--- src/rtl/lock_guard_ctrl.sv ---
// lock_guard_ctrl: supervisory controller for the digital lock.
//
// Sequences the lock through LOCKED, OPEN and LOCKOUT from per-entry code
// check results, enforces a retry limit with a timed lockout, auto-relocks
// after an open window and gates password-change requests.
//
// Ports:
//   clk             system clock
//   rst             synchronous active-high reset
//   check_valid     1-cycle pulse: entry FSM finished a code check
//   check_match     qualified by check_valid; 1 = code correct
//   relock          1-cycle pulse: user closes the lock early
//   change_req      1-cycle pulse: user requests a password change
//   accept          1 = LOCKED; entry FSM may start a new entry
//   unlocked        1 = OPEN
//   pw_change_grant 1-cycle pulse: password register may load a new value
//   tries_left      MAX_TRIES minus current fail count
//   secs_left       remaining seconds in OPEN/LOCKOUT, else 0
//   led             [5]=unlocked, [4]=lockout AND blink, [3:0]=tries_left
//   ssd             four 5-bit symbol codes, MSB digit first
module lock_guard_ctrl #(
  parameter int unsigned TICK_DIV    = 50000000,
  parameter int unsigned MAX_TRIES   = 3,
  parameter int unsigned LOCKOUT_SEC = 10,
  parameter int unsigned OPEN_SEC    = 5
) (
  input  logic        clk,
  input  logic        rst,
  input  logic        check_valid,
  input  logic        check_match,
  input  logic        relock,
  input  logic        change_req,
  output logic        accept,
  output logic        unlocked,
  output logic        pw_change_grant,
  output logic [3:0]  tries_left,
  output logic [7:0]  secs_left,
  output logic [5:0]  led,
  output logic [19:0] ssd
);

  localparam int unsigned PW = (TICK_DIV > 1) ? $clog2(TICK_DIV) : 1;

  localparam logic [PW-1:0] PreMax   = PW'(TICK_DIV - 1);
  localparam logic [PW-1:0] PreHalf  = PW'(TICK_DIV / 2);
  localparam logic [3:0]    LastTry  = 4'(MAX_TRIES - 1);
  localparam logic [3:0]    MaxTries = 4'(MAX_TRIES);
  localparam logic [7:0]    OpenSec  = 8'(OPEN_SEC);
  localparam logic [7:0]    LockSec  = 8'(LOCKOUT_SEC);

  // Symbol codes understood by the binary-to-segment stage.
  localparam logic [4:0] SymE     = 5'b01110;
  localparam logic [4:0] SymC     = 5'b01100;
  localparam logic [4:0] SymBlank = 5'b10000;
  localparam logic [4:0] SymL     = 5'b10001;
  localparam logic [4:0] SymD     = 5'b10010;
  localparam logic [4:0] SymP     = 5'b10011;
  localparam logic [4:0] SymN     = 5'b10100;
  localparam logic [4:0] Sym0     = 5'b00000;
  localparam logic [4:0] Sym5     = 5'b00101;

  typedef enum logic [1:0] {StLocked, StOpen, StLockout} state_e;

  state_e        state_q, state_d;
  logic [3:0]    fail_cnt_q, fail_cnt_d;
  logic [7:0]    timer_q, timer_d;
  logic [PW-1:0] presc_q, presc_d;
  logic          grant_q, grant_d;

  logic tick, blink, expire;
  logic [7:0] tens, units;

  assign tick   = (presc_q == PreMax);
  assign blink  = (presc_q < PreHalf);
  assign expire = tick && (timer_q == 8'd1);

  always_ff @(posedge clk) begin
    if (rst) begin
      state_q    <= StLocked;
      fail_cnt_q <= 4'd0;
      timer_q    <= 8'd0;
      presc_q    <= '0;
      grant_q    <= 1'b0;
    end else begin
      state_q    <= state_d;
      fail_cnt_q <= fail_cnt_d;
      timer_q    <= timer_d;
      presc_q    <= presc_d;
      grant_q    <= grant_d;
    end
  end

  always_comb begin
    state_d    = state_q;
    fail_cnt_d = fail_cnt_q;
    timer_d    = timer_q;
    grant_d    = 1'b0;
    presc_d    = tick ? '0 : presc_q + PW'(1);
    unique case (state_q)
      StLocked: begin
        if (check_valid) begin
          if (check_match) begin
            state_d    = StOpen;
            timer_d    = OpenSec;
            fail_cnt_d = 4'd0;
            presc_d    = '0;
          end else if (fail_cnt_q == LastTry) begin
            state_d    = StLockout;
            timer_d    = LockSec;
            fail_cnt_d = 4'd0;
            presc_d    = '0;
          end else begin
            fail_cnt_d = fail_cnt_q + 4'd1;
          end
        end
      end
      StOpen: begin
        if (relock || expire) begin
          state_d = StLocked;
          timer_d = 8'd0;
        end else if (change_req) begin
          // Granting a change restarts the full open window.
          grant_d = 1'b1;
          timer_d = OpenSec;
          presc_d = '0;
        end else if (tick) begin
          timer_d = timer_q - 8'd1;
        end
      end
      StLockout: begin
        if (expire) begin
          state_d = StLocked;
          timer_d = 8'd0;
        end else if (tick) begin
          timer_d = timer_q - 8'd1;
        end
      end
      default: begin
        state_d = StLocked;
        timer_d = 8'd0;
      end
    endcase
  end

  assign tens  = timer_q / 8'd10;
  assign units = timer_q % 8'd10;

  assign accept          = (state_q == StLocked);
  assign unlocked        = (state_q == StOpen);
  assign pw_change_grant = grant_q;
  assign tries_left      = MaxTries - fail_cnt_q;
  assign secs_left       = timer_q;
  assign led             = {unlocked, (state_q == StLockout) && blink, tries_left};

  always_comb begin
    ssd = {SymC, SymL, Sym5, SymD};
    unique case (state_q)
      StLocked:  ssd = {SymC, SymL, Sym5, SymD};
      StOpen:    ssd = {Sym0, SymP, SymE, SymN};
      StLockout: begin
        if (blink) ssd = {SymL, SymBlank, tens[4:0], units[4:0]};
        else       ssd = {SymL, SymBlank, SymBlank, SymBlank};
      end
      default:   ssd = {SymC, SymL, Sym5, SymD};
    endcase
  end

endmodule

--- config.mk ---
export PLATFORM = sky130hd
export DESIGN_NAME = lock_guard_ctrl
export DESIGN_NICKNAME = d
export VERILOG_FILES = /design/src/rtl/lock_guard_ctrl.sv
export SDC_FILE = /design/constraint.sdc
export NUM_CORES = 1
export LEC_CHECK = 0
export ABC_AREA = 1
export CORE_ASPECT_RATIO = 0.75
export CORE_MARGIN = 2
export CORE_UTILIZATION = 49
export DETAILED_ROUTE_END_ITERATION = 7
export PLACE_DENSITY_LB_ADDON = 0.08
export SYNTH_ARGS = -nofsm -noshare
export SYNTH_HDL_FRONTEND = slang
export SYNTH_SLANG_ARGS = --single-unit
--- constraint.sdc ---
create_clock -name clk -period 2.4 [get_ports clk]
set_input_delay 0.36 -clock clk [delete_from_list [all_inputs] [get_ports clk]]
set_output_delay 0.36 -clock clk [all_outputs]
set_load 0.01 [all_outputs]
==> reports/metrics.cfg, run 1 <==
[run_status]
status=finished with violations
violations=negative setup slack

[cts]
cts_sinks=41
insertion_delay_ns=0.30
cts_tree=done
clock_path_buffers=2
numCtsBuffers=5
clk_pin_slew_ns=0.08
htree_levels=2
root_buffer=clkbuf_8

[synthesis]
yosysUniqueCellTypes=51
synth_compound_area_frac=0.120
synthSimpleGateAreaFrac=0.388
synth.avg_cell_area_sq_um=6.93
ys_ff_latch=41
synth_area_leaders=dfxtp_1 (27%), nand2_1 (11%), inv_1 (6.4%)
syn_area_sq_mm=0.00301
synthMuxAreaShare=0
synth_top_cell_by_area=dfxtp_1
synthCells=435
synth_xor_area_frac=0.0378
yosysSeqAreaShare=0.272
synth_top_family_by_area=simple AND/OR/NAND/NOR gates
yosys_warnings=0
async_reset_ff_frac=0
synthFlopType=dfxtp_1
synth_edf_count=0
synthAdderAreaFrac=0.0540
synth_top_area_share=0.272

[global_route]
grt_pass1_wl_mm=13.5
antenna_found_initial=0
grt_overflow_total=0
track_usage=0.249
grt_pass1_vias=2856
grt_start_max_net_pins=13

[pwr]
clkPwrFrac=0.148
internal-power_mw=1.84
p_leak_nw=1.92
seqPwrFrac=0.259
swShare=0.419
power_frac_comb=0.593
ir_drop_uv=510
p_sw_mw=1.33
power_density_mw_per_mm2=728

[critical_path]
cp-end-kind=output port
cp_top_family=simple AND/OR/NAND/NOR gates
cp.arrival_ns=2.57
cpMostUsedCell=nand2_4
required_ns=2.04
critical_path_class=flip-flop to output port
cp_cell_sequence=nand2_4, inv_1, o21bai_4, nand2_4, buf_4, nand3_1, nand2_1, nand2_1, nand2_2, a21oi_4, nand2_4, nand2_4, nand2_4, nand2_4, buf_6, xor2_2, nand2_2, nand3_2, nand2_2, buf_6
crit_path_start_kind=flip-flop
slowest_delay_ns=0.39
path_buf_inv=4
worstPathMaxFanout=7
crit_slowest_cell=dfxtp_4

[placed_design]
dp_hpwl_mm=6.16
gp_congestion=0.821
port_buffers=42
pre_cts_ws_ns=-0.606
dp.cells=604
place_area_sq_mm=0.00393

[routing]
vias=3152
drc=0
routed_via_density=5.04
wl_per_cell_um=13.5
ant_nets=0
wl_mm=8.46
dr.pass1.iters=5
drtIter0Drc=185

[die]
die_x_um=94.5
core_sq_mm=0.00589
io-pin-count=47
rows=24
dieArea_sq_mm=0.00680
start_util=0.512
die_height_um=71.9

[finish]
multiInputGateArea_sq_mm=0.00209
nFillCells=486
design_area_sq_mm=0.00436
seq_area_sq_um=845
num_antenna_cells=0
final_nets=566
syn_to_final_growth_pct=44.6
drive_gt1_frac=0.364
stdcell_count=625

[timing]
maxSlewViolCount=0
hold_violations=0
rsz0062_at_grt=yes
finalCritPeriodShare=1.22
fmax_mhz=341
finalSetupViolCount=6
timing.final.crit_period_ns=2.93
skew_ns=0.00594
fin_ws_ns=-0.535

[flow_run]
cap_violations=0

[hold_path]
hold_path_class=flip-flop to flip-flop

## placed cells by master, fill, tap and decap left out, types with 3 or more instances in the layout
| master | n |
|---|---|
| nand2_4 | 14 |
| nand2_1 | 77 |
| buf_6 | 5 |
| buf_2 | 8 |
| dfxtp_4 | 4 |
| xnor2_1 | 3 |
| a31oi_1 | 9 |
| nor2_1 | 44 |
| nand3_4 | 4 |
| nor2_2 | 4 |
| nand4_1 | 6 |
| nand2_2 | 14 |
| dfxtp_2 | 7 |
| o211ai_1 | 3 |
| buf_4 | 80 |
| nor3_2 | 8 |
| clkdlybuf4s50_1 | 31 |
| ha_1 | 12 |
| inv_2 | 6 |
| clkbuf_8 | 6 |
| dfxtp_1 | 30 |
| nor3_1 | 12 |
| a21oi_1 | 14 |
| nor4_1 | 4 |
| xor2_1 | 9 |
| nand3_1 | 21 |
| nand3_2 | 6 |
| conb_1 | 4 |
| o21ai_0 | 7 |
| inv_1 | 49 |
| o21ai_1 | 3 |
| nor2_4 | 7 |
## flip-flops by register name (all words and copies together), names as in the netlist
register and flops:
pw_change_grant 1, presc_q 26, fail_cnt_q 4, state_q 2, secs_left 8
## repair_timing
item,CTS,global route
resized for setup,69,48
buffers inserted,8,6
gates cloned,0,0
endpoints found under the setup margin,15,46
hold buffers,0,0
pin swaps,22,22
## final timing paths
kind                              startpoint  slack [ns]  cells past startpoint          end
worst max-delay path            secs_left[7]       -0.53                     20       ssd[2]
worst min-delay path              presc_q[0]        0.45                      1   presc_q[0]
worst max register to register    presc_q[0]        0.05                     16  presc_q[24]
worst min register to register    presc_q[0]        0.45                      1   presc_q[0]
## per-layer routing
| layer | vias up | wire length (um) | GRT usage |
|---|---|---|---|
| li1 | 1625 | - | - |
| met1 | 1422 | 4280 | 0.384 |
| met2 | 90 | 3700 | 0.364 |
| met3 | 15 | 373 | 0.0426 |
| met4 | 0 | 106 | 0.0499 |
| met5 | - | 0 | 0 |
## per-stage QoR
stage | power (mW) | TNS (ns) | util | hold slack [ns]
3_3_place_gp | 2.53 | -2.90 | 0.668 | 0.437
6_report | 3.17 | -2.81 | 0.740 | 0.445
2_1_floorplan | 1.77 | -0.0420 | - | 0.418
3_5_place_dp | 2.57 | -3.57 | 0.668 | 0.455
5_1_grt | 3.40 | -4.00 | 0.740 | 0.457
4_1_cts | 3.08 | -2.56 | 0.703 | 0.470
## Yosys cell counts, types with 4 or more instances
cell and number:
a21oi_1 15, a31oi_1 9, buf_4 14, dfxtp_1 41, ha_1 13, inv_1 51
inv_2 5, nand2_1 87, nand2_2 12, nand2_4 6, nand3_1 26, nand3_2 5
nand4_1 6, nor2_1 51, nor3_1 18, nor3_2 4, nor4_1 6, o21ai_0 8
xor2_1 10
## cell families (layout without fill, tap and decap cells)
kind of cell | Yosys count | in the layout
AOI/OAI and AO/OA | 52 | 52
xor gates and xnor gates | 13 | 13
adders and majority gates | 13 | 13
buffers and inverters | 79 | 189
DFF | 41 | 41
other | 2 | 4
and+or+nand+nor | 235 | 235
## cell type report
cell class / instances / share of cell area
Multi-Input combinational cell: 317 / 0.481
Timing Repair Buffer: 124 / 0.231
Sequential cell: 41 / 0.194
Inverter: 58 / 0.0511
Tap cell: 78 / 0.0224
Clock buffer: 6 / 0.0190
Clock inverter: 1 / 0.00172
## power groups by stage
stage / Combinational, mW / Clock, mW / Sequential (mW)
after floorplan: 0.928 / 0 / 0.840
after global placement: 1.72 / 0 / 0.815
after detailed placement: 1.75 / 0 / 0.818
after CTS: 1.80 / 0.482 / 0.798
after global routing: 2.06 / 0.512 / 0.829
final: 1.88 / 0.470 / 0.821
Power figures use the tool's default switching activity.
==> run 2, diff against run 1 <==
SLEW_MARGIN = 20   (was unset)
clock period = 2.5 ns   (was 2.4 ns; I/O delays follow)
==> reports/metrics.cfg, run 2 (synthesis results as in run 1) <==
[run_status]
status=finished with violations  ; unchanged
violations=negative setup slack  ; unchanged

[hold_path]
min_to=presc_q[0]  ; unchanged
hold_path_class=flip-flop to flip-flop  ; unchanged
min_path_cells=1  ; unchanged
hp-start=presc_q[0]  ; unchanged

[pwr]
p_leak_nw=1.84  ; was 1.92 nW
power_density_mw_per_mm2=707  ; was 728 mW/mm^2
internal-power_mw=1.72  ; was 1.84 mW
ir_drop_uv=466  ; was 510 uV
swShare=0.424  ; was 0.419
power_frac_comb=0.555  ; was 0.593
finalPower_mw=2.98  ; was 3.17 mW
p_sw_mw=1.26  ; was 1.33 mW
seqPwrFrac=0.262  ; was 0.259
clkPwrFrac=0.184  ; was 0.148

[die]
dieArea_sq_mm=0.00680  ; unchanged
start_util=0.512  ; unchanged
rows=24  ; unchanged
die_height_um=71.9  ; unchanged
io-pin-count=47  ; unchanged
core_sq_mm=0.00589  ; unchanged
die_x_um=94.5  ; unchanged

[critical_path]
r2r_slack_ns=0.14  ; was 0.05 ns
cp.depth=20  ; unchanged
crit_slowest_cell=dfxtp_2  ; was dfxtp_4
cp.arrival_ns=2.57  ; about the same
crit_path_start_kind=flip-flop  ; unchanged
required_ns=2.12  ; was 2.04 ns
cp_cell_sequence=buf_6, o21ai_4, buf_4, o211ai_1, inv_2, a21oi_4, nand2_4, nand2_4, nand2_4, nand3_4, nand2_4, nand2_4, nand2_4, nand2_4, buf_6, xor2_2, nand2_2, nand3_2, nand2_1, buf_2  ; was nand2_4, inv_1, o21bai_4, nand2_4, buf_4, nand3_1, nand2_1, nand2_1, nand2_2, a21oi_4, nand2_4, nand2_4, nand2_4, nand2_4, buf_6, xor2_2, nand2_2, nand3_2, nand2_2, buf_6
r2r_cells=15  ; was 16
worstPathMaxFanout=4  ; was 7
r2r_start=presc_q[2]  ; was presc_q[0]
path_buf_inv=5  ; was 4
r2r-end=presc_q[25]  ; was presc_q[24]
slowest_delay_ns=0.35  ; was 0.39 ns
cp-end-kind=output port  ; unchanged
cp_top_family=simple AND/OR/NAND/NOR gates  ; unchanged
cpMostUsedCell=nand2_4  ; unchanged
critical_path_class=flip-flop to output port  ; unchanged

[flow_run]
cap_violations=0  ; unchanged

[cts]
numCtsBuffers=5  ; unchanged
root_buffer=clkbuf_8  ; unchanged
clock_path_buffers=2  ; unchanged
htree_levels=2  ; unchanged
cts_sinks=41  ; unchanged
cts_tree=done  ; unchanged
clk_pin_slew_ns=0.09  ; was 0.08 ns
postCtsHoldBufs=0  ; unchanged
insertion_delay_ns=0.30  ; about the same

[finish]
mostFrequentLayoutCells=nand2_1 (80), buf_4 (65), inv_1 (46)  ; was buf_4 (80), nand2_1 (77), inv_1 (49)
regMostFlops=presc_q  ; unchanged
largest_register_ffs=26  ; unchanged
syn_to_final_growth_pct=40.0  ; was 44.6%
num_antenna_cells=0  ; unchanged
drive_gt1_frac=0.341  ; was 0.364
final_nets=551  ; was 566
final_common_cell=nand2_1  ; was buf_4

[timing]
timing.final.crit_period_ns=2.94
finalCritPeriodShare=1.18
rsz0062_at_grt=yes  ; unchanged
finalSetupViolCount=6  ; unchanged
skew_ns=0.00828  ; was 0.00594 ns
hold_violations=0  ; unchanged
finalSetupTns_ns=-2.09  ; was -2.81 ns
maxSlewViolCount=0  ; unchanged
fin_ws_ns=-0.444  ; was -0.535 ns
fmax_mhz=340

[routing]
routed_via_density=5.12  ; was 5.04
wl_per_cell_um=13.5  ; about the same
drtIter0Drc=155  ; was 185
ant_nets=0  ; unchanged
drc=0  ; unchanged
dr.pass1.iters=4  ; was 5
vias=3126  ; was 3,152
wl_mm=8.23  ; was 8.46 mm

[global_route]
track_usage=0.247  ; was 0.249
antenna_found_initial=0  ; unchanged
grt_pass1_wl_mm=13.5  ; about the same
grt_pass1_vias=2854  ; was 2,856
grt_start_max_net_pins=14  ; was 13
grt_overflow_total=0  ; unchanged

[placed_design]
pre_cts_ws_ns=-0.616  ; was -0.606 ns
dp_hpwl_mm=6.05  ; was 6.16 mm
gp_congestion=0.893  ; was 0.821
port_buffers=42  ; unchanged

[run 2: worst max path at each step]
| stage | endpoint | start |
|---|---|---|
| floorplan | ssd[4] | secs_left[7] |
| global placement | ssd[4] | secs_left[7] |
| detailed placement | ssd[2] | secs_left[7] |
| CTS | ssd[2] | secs_left[7] |
| global route | ssd[4] | secs_left[5] |
| finish | ssd[2] | secs_left[5] |
[run 2: stage by stage]
step | cells | utilization | instance area (sq um) | hold WS [ns]
5_1_grt | 611 | 0.716 | 4220 | 0.466
3_3_place_gp | 589 | 0.642 | 3780 | 0.431
2_1_floorplan | 437 | - | 3020 | 0.418
6_report | 611 | 0.716 | 4220 | 0.436
4_1_cts | 603 | 0.680 | 4000 | 0.455
3_5_place_dp | 589 | 0.642 | 3780 | 0.443
[run 2: worst reg2reg max path, cell delays in order, from the launching register on]
cell     delay (ns)
dfxtp_2        0.37
nand3_2        0.10
nor2_4         0.13
nand2_2        0.08
nor2_4         0.17
nand4_1        0.13
nor2_1         0.15
nand2_2        0.10
nor3_4         0.22
nand3_2        0.11
nor3_2         0.19
nand2_1        0.11
nor2_2         0.17
inv_2          0.06
nor3_2         0.09
nor3_1         0.07
[run 2: cell type report]
class | count | area (sq um)
well taps | 78 | 97.6
clock inverters | 2 | 38.8
fillers | 510 | 1670
multi-input cells | 317 | 2070
inverters | 58 | 225
clock buffers | 6 | 72.6
repair buffers | 109 | 876
flip-flops and latches | 41 | 837
[run 2: repair_timing]
| action | 4_1_cts | 5_1_grt |
|---|---|---|
| hold endpoints to repair | 0 | 0 |
| buffers inserted | 6 | 8 |
| gates resized for setup | 61 | 56 |
| endpoints found under the setup margin | 13 | 31 |
| pin swaps | 19 | 36 |
[run 2: power by group through the flow]
stage	Clock [mW]	Combinational [mW]	Sequential, mW
3_5_place_dp	0	1.60	0.787
4_1_cts	0.551	1.59	0.770
3_3_place_gp	0	1.57	0.785
5_1_grt	0.582	1.81	0.791
6_report	0.547	1.65	0.781
2_1_floorplan	0	0.871	0.805
[run 2: metal layers]
layer | global-route usage | part of all wire | vias to the layer above
met5 | 0 | 0 | -
met4 | 0.0499 | 0.0079 | 0
met3 | 0.0415 | 0.055 | 9
met2 | 0.367 | 0.43 | 77
met1 | 0.378 | 0.51 | 1446
li1 | - | - | 1594
==> patch 1 (config.mk and constraints of run 2) <==
Change the parameter `TICK_DIV` from 50000000 to 100000000.
--- a/src/rtl/lock_guard_ctrl.sv
+++ b/src/rtl/lock_guard_ctrl.sv
@@ -21,3 +21,3 @@
 module lock_guard_ctrl #(
-  parameter int unsigned TICK_DIV    = 50000000,
+  parameter int unsigned TICK_DIV    = 100000000,
   parameter int unsigned MAX_TRIES   = 3,
Check against the original RTL: no difference found for any inputs over 10 cycles, from zero or initial values and one cycle with rst high; that may be too few to reach the edited logic, so the function may still have changed.
==> patch 1 against run 2 <==
- the run still ends with negative setup slack left
- via count is 0.58% higher
- wire length is 3.2% lower
- sequential power about the same
- total power down 12%
- hold slack got worse by 0.013 ns
- sequential cell count rose by 1
- area after synthesis up 2.6%
- cell area grew 2.2%
- die area increased by 2.4%
- setup slack lost 0.036 ns
- combinational power is 16% lower
- largest power group unchanged
==> patch 1: results (changes against run 2) <==
Power and ir drop
  • Sequential share of power: 0.297 (was 0.262)
  • Total chip power: 0.002620 W (was 0.002982 W)
  • P_leak: 1.844 nW (was 1.843 nW)
  • IR drop worst, VDD: 0.3264 mV (was 0.4660 mV)
  • P_int: 0.001556 W (was 0.001718 W)

STA
  • Min Hold Slack: 0.4230 ns (was 0.4365 ns)
  • Setup TNS: -2.228 ns (was -2.090 ns)
  • PnR worst setup slack: -0.4801 ns (was -0.4438 ns)
  • Final-report setup violation count: 6 (unchanged)
  • Clock skew: 0.006311 ns (was 0.008275 ns)

Synthesis
  • Post-synthesis sequential area ratio: 0.2721 (was 0.2724)
  • Yosys cell types: 44 (was 51)
  • Cell count after synthesis: 449 (was 435)
  • Commonest cells post-synth: nand2_1, inv_1, nor2_1, dfxtp_1, nand3_1 (unchanged)
  • Synth area leaders: dfxtp_1, nand2_1, inv_1 (unchanged)
  • Register bit count reported by yosys: 42 (was 41)

Critical path
  • CP delay by family, top: simple AND/OR/NAND/NOR gates (unchanged)
  • Critical Path AT: 2.61 ns (was 2.57 ns)
  • Register-to-Register Path Depth: 13 (was 15)
  • Max incr delay on CP: 0.41 ns (was 0.35 ns)
  • FF-to-FF Start: presc_q[11] (was presc_q[2])
  • Critical path origin: secs_left[7] (was secs_left[5])
  • Crit-path slowest cell: dfxtp_4 (was dfxtp_2)
  • FF-to-FF End: presc_q[2] (was presc_q[25])
  • Worst Path Max Fanout: 7 (was 4)

Final layout
  • Final-layout non-clock buffer area share: 0.2105 (was 0.2077)
  • Fin util: 0.6960 (was 0.7164)
  • Non-clk invs: 73 (was 58)
  • Multi-input combinational cell area: 2073 sq um (was 2069 sq um)
  • Layout cells sized above 1: 0.3291 (was 0.3415)
  • ClkCell Share: 0.02206 (was 0.02641)
  • Reg area: 857.1 sq um (was 837.1 sq um)
  • Fin nets: 568 (was 551)

Global routing
  • Met1 global-route usage: 0.3367 (was 0.3784)
  • Largest net degree at the start of global routing: 15 (was 14)
  • GRT Overall Usage: 0.2190 (was 0.2472)
  • Vias in the first global route: 2658 (was 2854)
  • Grt met2 use: 0.3232 (was 0.3675)
  • First-pass GRT wire length: 12.16 mm (was 13.48 mm)
  • Met3 Use GR: 0.03822 (was 0.04154)

Status
  • Failing checks: negative setup slack (unchanged)
  • Status: finished with violations (unchanged)

Place
  • Placer Congestion: 0.8601 (was 0.8931)
  • Post-Place Cell Area: 3894 sq um (was 3779 sq um)
  • DP Worst Slack: -0.5827 ns (was -0.6158 ns)
  • DP Wirelength: 5.853 mm (was 6.050 mm)
  • Cells after DPL: 608 (was 589)

Detailed routing
  • Drt wl/cell: 12.62 um (was 13.47 um)
  • Met1 WL: 4.149 mm (was 4.193 mm)
  • Post-detailed-routing wire length: 7.966 mm (was 8.233 mm)
  • Routed met2 length: 3.332 mm (was 3.522 mm)
  • Vias per inst: 4.983 (was 5.116)
  • Met3 WL: 427 um (was 451 um)

Clock tree
  • Postcts setup bufs: 7 (was 6)
  • Post_cts resized: 51 (was 61)

Floorplanning
  • Row count: 25 (was 24)
==> patch 1: cell types whose count changed after synthesis, moves of 3 or more <==
| cell | delta |
|---|---|
| nand2_1 | -11 |
| inv_1 | +9 |
| inv_2 | +6 |
| a21oi_1 | +5 |
| nand2_2 | +4 |
| nand4_1 | +4 |
| o21ai_2 | +4 |
| nor3_2 | -3 |
| o21bai_1 | +3 |
==> patch 1: kinds of logic (layout without fill, tap and decap cells) <==
logic type | Yosys count | after routing | synth area share
other | 2 | 4 | 0.002430
buffers and inverters | 93 | 191 | 0.1356
xor gates and xnor gates | 15 | 15 | 0.04251
DFF | 42 | 42 | 0.2721
AOI/OAI and AO/OA | 57 | 57 | 0.1223
and+or+nand+nor | 227 | 228 | 0.3725
adders and majority gates | 13 | 13 | 0.05263
==> patch 2 (settings of run 2) <==
Made on the original files. Make the reset (`rst`) asynchronous in one clocked block. Comments in the files are not updated.
--- a/src/rtl/lock_guard_ctrl.sv
+++ b/src/rtl/lock_guard_ctrl.sv
@@ -76,3 +76,3 @@
 
-  always_ff @(posedge clk) begin
+  always_ff @(posedge clk or posedge rst) begin
     if (rst) begin
Behaviour: differs if rst is asserted again (counterexample within 4 cycles, from zero or initial values and one cycle with rst high); with rst held inactive, the same outputs for 10 cycles.
==> patch 2 against run 2 <==
- the flow still finishes with violations (negative setup slack)
- total power increased by 4.0%
- sequential power increased by 9.3%
- largest power group unchanged
- setup slack got worse by 0.11 ns
- sequential share of layout area increased by 5.5 points
- largest cell class unchanged
- first-iteration DRC count increased by 5.2%
- synthesized cell count decreased by 4.1%
- cell area decreased by 3.8%
- sequential cell count unchanged
- area after synthesis increased by 1.5%
- global-route usage decreased by 0.71 points
- hold slack improved by 0.023 ns
- count of clock-buffer cells in the layout increased by 1
- wire length decreased by 6.0%
- clock power decreased by 12%
==> patch 2: results (changes against run 2) <==
Final layout
  • Layout cells sized above 1: 0.2661 (was 0.3415)
  • Fin nets: 529 (was 551)
  • Fill count: 499 (was 510)
  • Multi-input combinational cell area: 1775 sq um (was 2069 sq um)

Critical path
  • Register-to-Register Path Depth: 15 (unchanged)
  • Critical path origin: secs_left[5] (unchanged)
  • FF-to-FF End: secs_left[7] (was presc_q[25])
  • Setup crit end: ssd[4] (was ssd[2])
  • Max incr delay on CP: 0.46 ns (was 0.35 ns)
  • Reg-to-reg slack, setup: 0.21 ns (was 0.14 ns)
  • Crit-path slowest cell: dfrtp_2 (was dfxtp_2)
  • Critical Path AT: 2.68 ns (was 2.57 ns)
  • Worst Path Max Fanout: 6 (was 4)
  • FF-to-FF Start: presc_q[0] (was presc_q[2])

Synthesis
  • Commonest cells post-synth: nand2_1, inv_1, nor2_1, dfrtp_1, nand3_1 (was nand2_1, inv_1, nor2_1, dfxtp_1, nand3_1)
  • Synth area leaders: dfrtp_1, nand2_1, inv_1 (was dfxtp_1, nand2_1, inv_1)
  • Synth Warn #: 0 (unchanged)
  • Yosys cell types: 40 (was 51)
  • Post-synthesis sequential area ratio: 0.3354 (was 0.2724)
  • Async S/R FF share, synth: 1.000 (was 0)
  • Top FF cell, synth: dfrtp_1 (was dfxtp_1)

Detailed routing
  • DRT iter0 DRCs: 163 (was 155)
  • First-pass iteration count of the detailed router: 5 (was 4)
  • Routed via count: 3055 (was 3126)
  • Post-detailed-routing wire length: 7.741 mm (was 8.233 mm)

Global routing
  • Met1 global-route usage: 0.3760 (was 0.3784)
  • First-pass GRT wire length: 13.09 mm (was 13.48 mm)
  • Vias in the first global route: 2869 (was 2854)
  • Grt met2 use: 0.3435 (was 0.3675)
  • GRT Overall Usage: 0.2402 (was 0.2472)
  • Largest net degree at the start of global routing: 42 (was 14)
  • Met3 Use GR: 0.03531 (was 0.04154)

Place
  • Post-Place Cell Area: 3825 sq um (was 3779 sq um)
  • DP Wirelength: 5.933 mm (was 6.050 mm)
  • DP Worst Slack: -0.6193 ns (was -0.6158 ns)
  • Placer Congestion: 0.8616 (was 0.8931)

STA
  • PnR worst setup slack: -0.5581 ns (was -0.4438 ns)
  • Clock skew: 0.003691 ns (was 0.008275 ns)
  • Final-report setup violation count: 6 (unchanged)

Clock tree
  • Worst skew pair latency: 0.30 ns (about the same)
  • CTS Root Cell: clkbuf_8 (unchanged)
  • CTS HTree Levels: 2 (unchanged)
  • CTS buffer count: 5 (unchanged)

Power and ir drop
  • P_leak: 1.968 nW (was 1.843 nW)
  • IR drop worst, VDD: 0.5549 mV (was 0.4660 mV)

Status
  • Failing checks: negative setup slack (unchanged)
  • Status: finished with violations (unchanged)
[patch 2: changes by cell type in the layout (fill, tap and decap cells not counted), moves of 7 or more]
cell,change
dfrtp_1,+38
nand2_4,-8
dfxtp_2,-7
dfxtp_1,-32
buf_4,-9
o22ai_1,+8
nor3_1,+9
[patch 2: logic make-up after synthesis]
kind of cell | count (synthesis) | synth area share
flops | 41 | 0.3354
buf+inv | 79 | 0.1190
xor+xnor | 13 | 0.03722
compound gates | 48 | 0.1023
fa+ha+maj | 13 | 0.05317
other cells | 2 | 0.002455
simple gates | 221 | 0.3505
[patch 2: how the worst min path moves through the flow]
| stage | start | endpoint | slack (ns) | cells past startpoint |
|---|---|---|---|---|
| 2_1_floorplan | presc_q[0] | presc_q[0] | 0.42 | 1 |
| 3_3_place_gp | presc_q[0] | presc_q[0] | 0.45 | 1 |
| 3_5_place_dp | presc_q[0] | presc_q[0] | 0.45 | 1 |
| 4_1_cts | presc_q[0] | presc_q[0] | 0.46 | 1 |
| 5_1_grt | presc_q[0] | presc_q[0] | 0.48 | 1 |
| 6_report | presc_q[0] | presc_q[0] | 0.46 | 1 |
[patch 2: power breakdown]
part | switching [W] | internal (W)
sequential | 0.0000897 | 0.000765
clock | 0.000232 | 0.000250
combinational | 0.000987 | 0.000779
total | 0.00131 | 0.00179
[patch 2: critical path, delay by kind of cell, from the launching register on]
family / cells / cell delay, ns
buffers and inverters: 4 / 0.36
AND/OR/NAND/NOR: 6 / 0.47
AO/OA/AOI/OAI: 6 / 1.09
flip-flops: 1 / 0.46
[patch 2: layout make-up]
class                      instances  area share
sequential                        41      0.2539
multi-input combinational        299      0.4377
clock inverter                     1    0.001234
clock buffer                       7     0.02375
inverter                          63     0.05830
timing repair buffer             100      0.2011
tap                               78     0.02406
[patch 2: per-stage QoR]
stage                     TNS, ns  instances  hold slack [ns]
after floorplan                 0        419           0.4224
after global placement     -2.378        572           0.4483
after detailed placement   -2.982        572           0.4502
after CTS                  -2.513        585           0.4610
after global routing       -3.868        589           0.4834
final                      -2.683        589           0.4597
[patch 2: routing by layer]
layer	up-vias	wire, um
met5	-	0
met4	0	83
met3	10	389
met2	95	3222
met1	1403	4046
li1	1547	-
[patch 2: what timing repair did]
action,4_1_cts,5_1_grt
pin swaps,10,6
hold buffers,0,0
hold endpoints to repair,0,0
buffers inserted,7,4
gates resized for setup,51,15
setup endpoints to repair,10,19
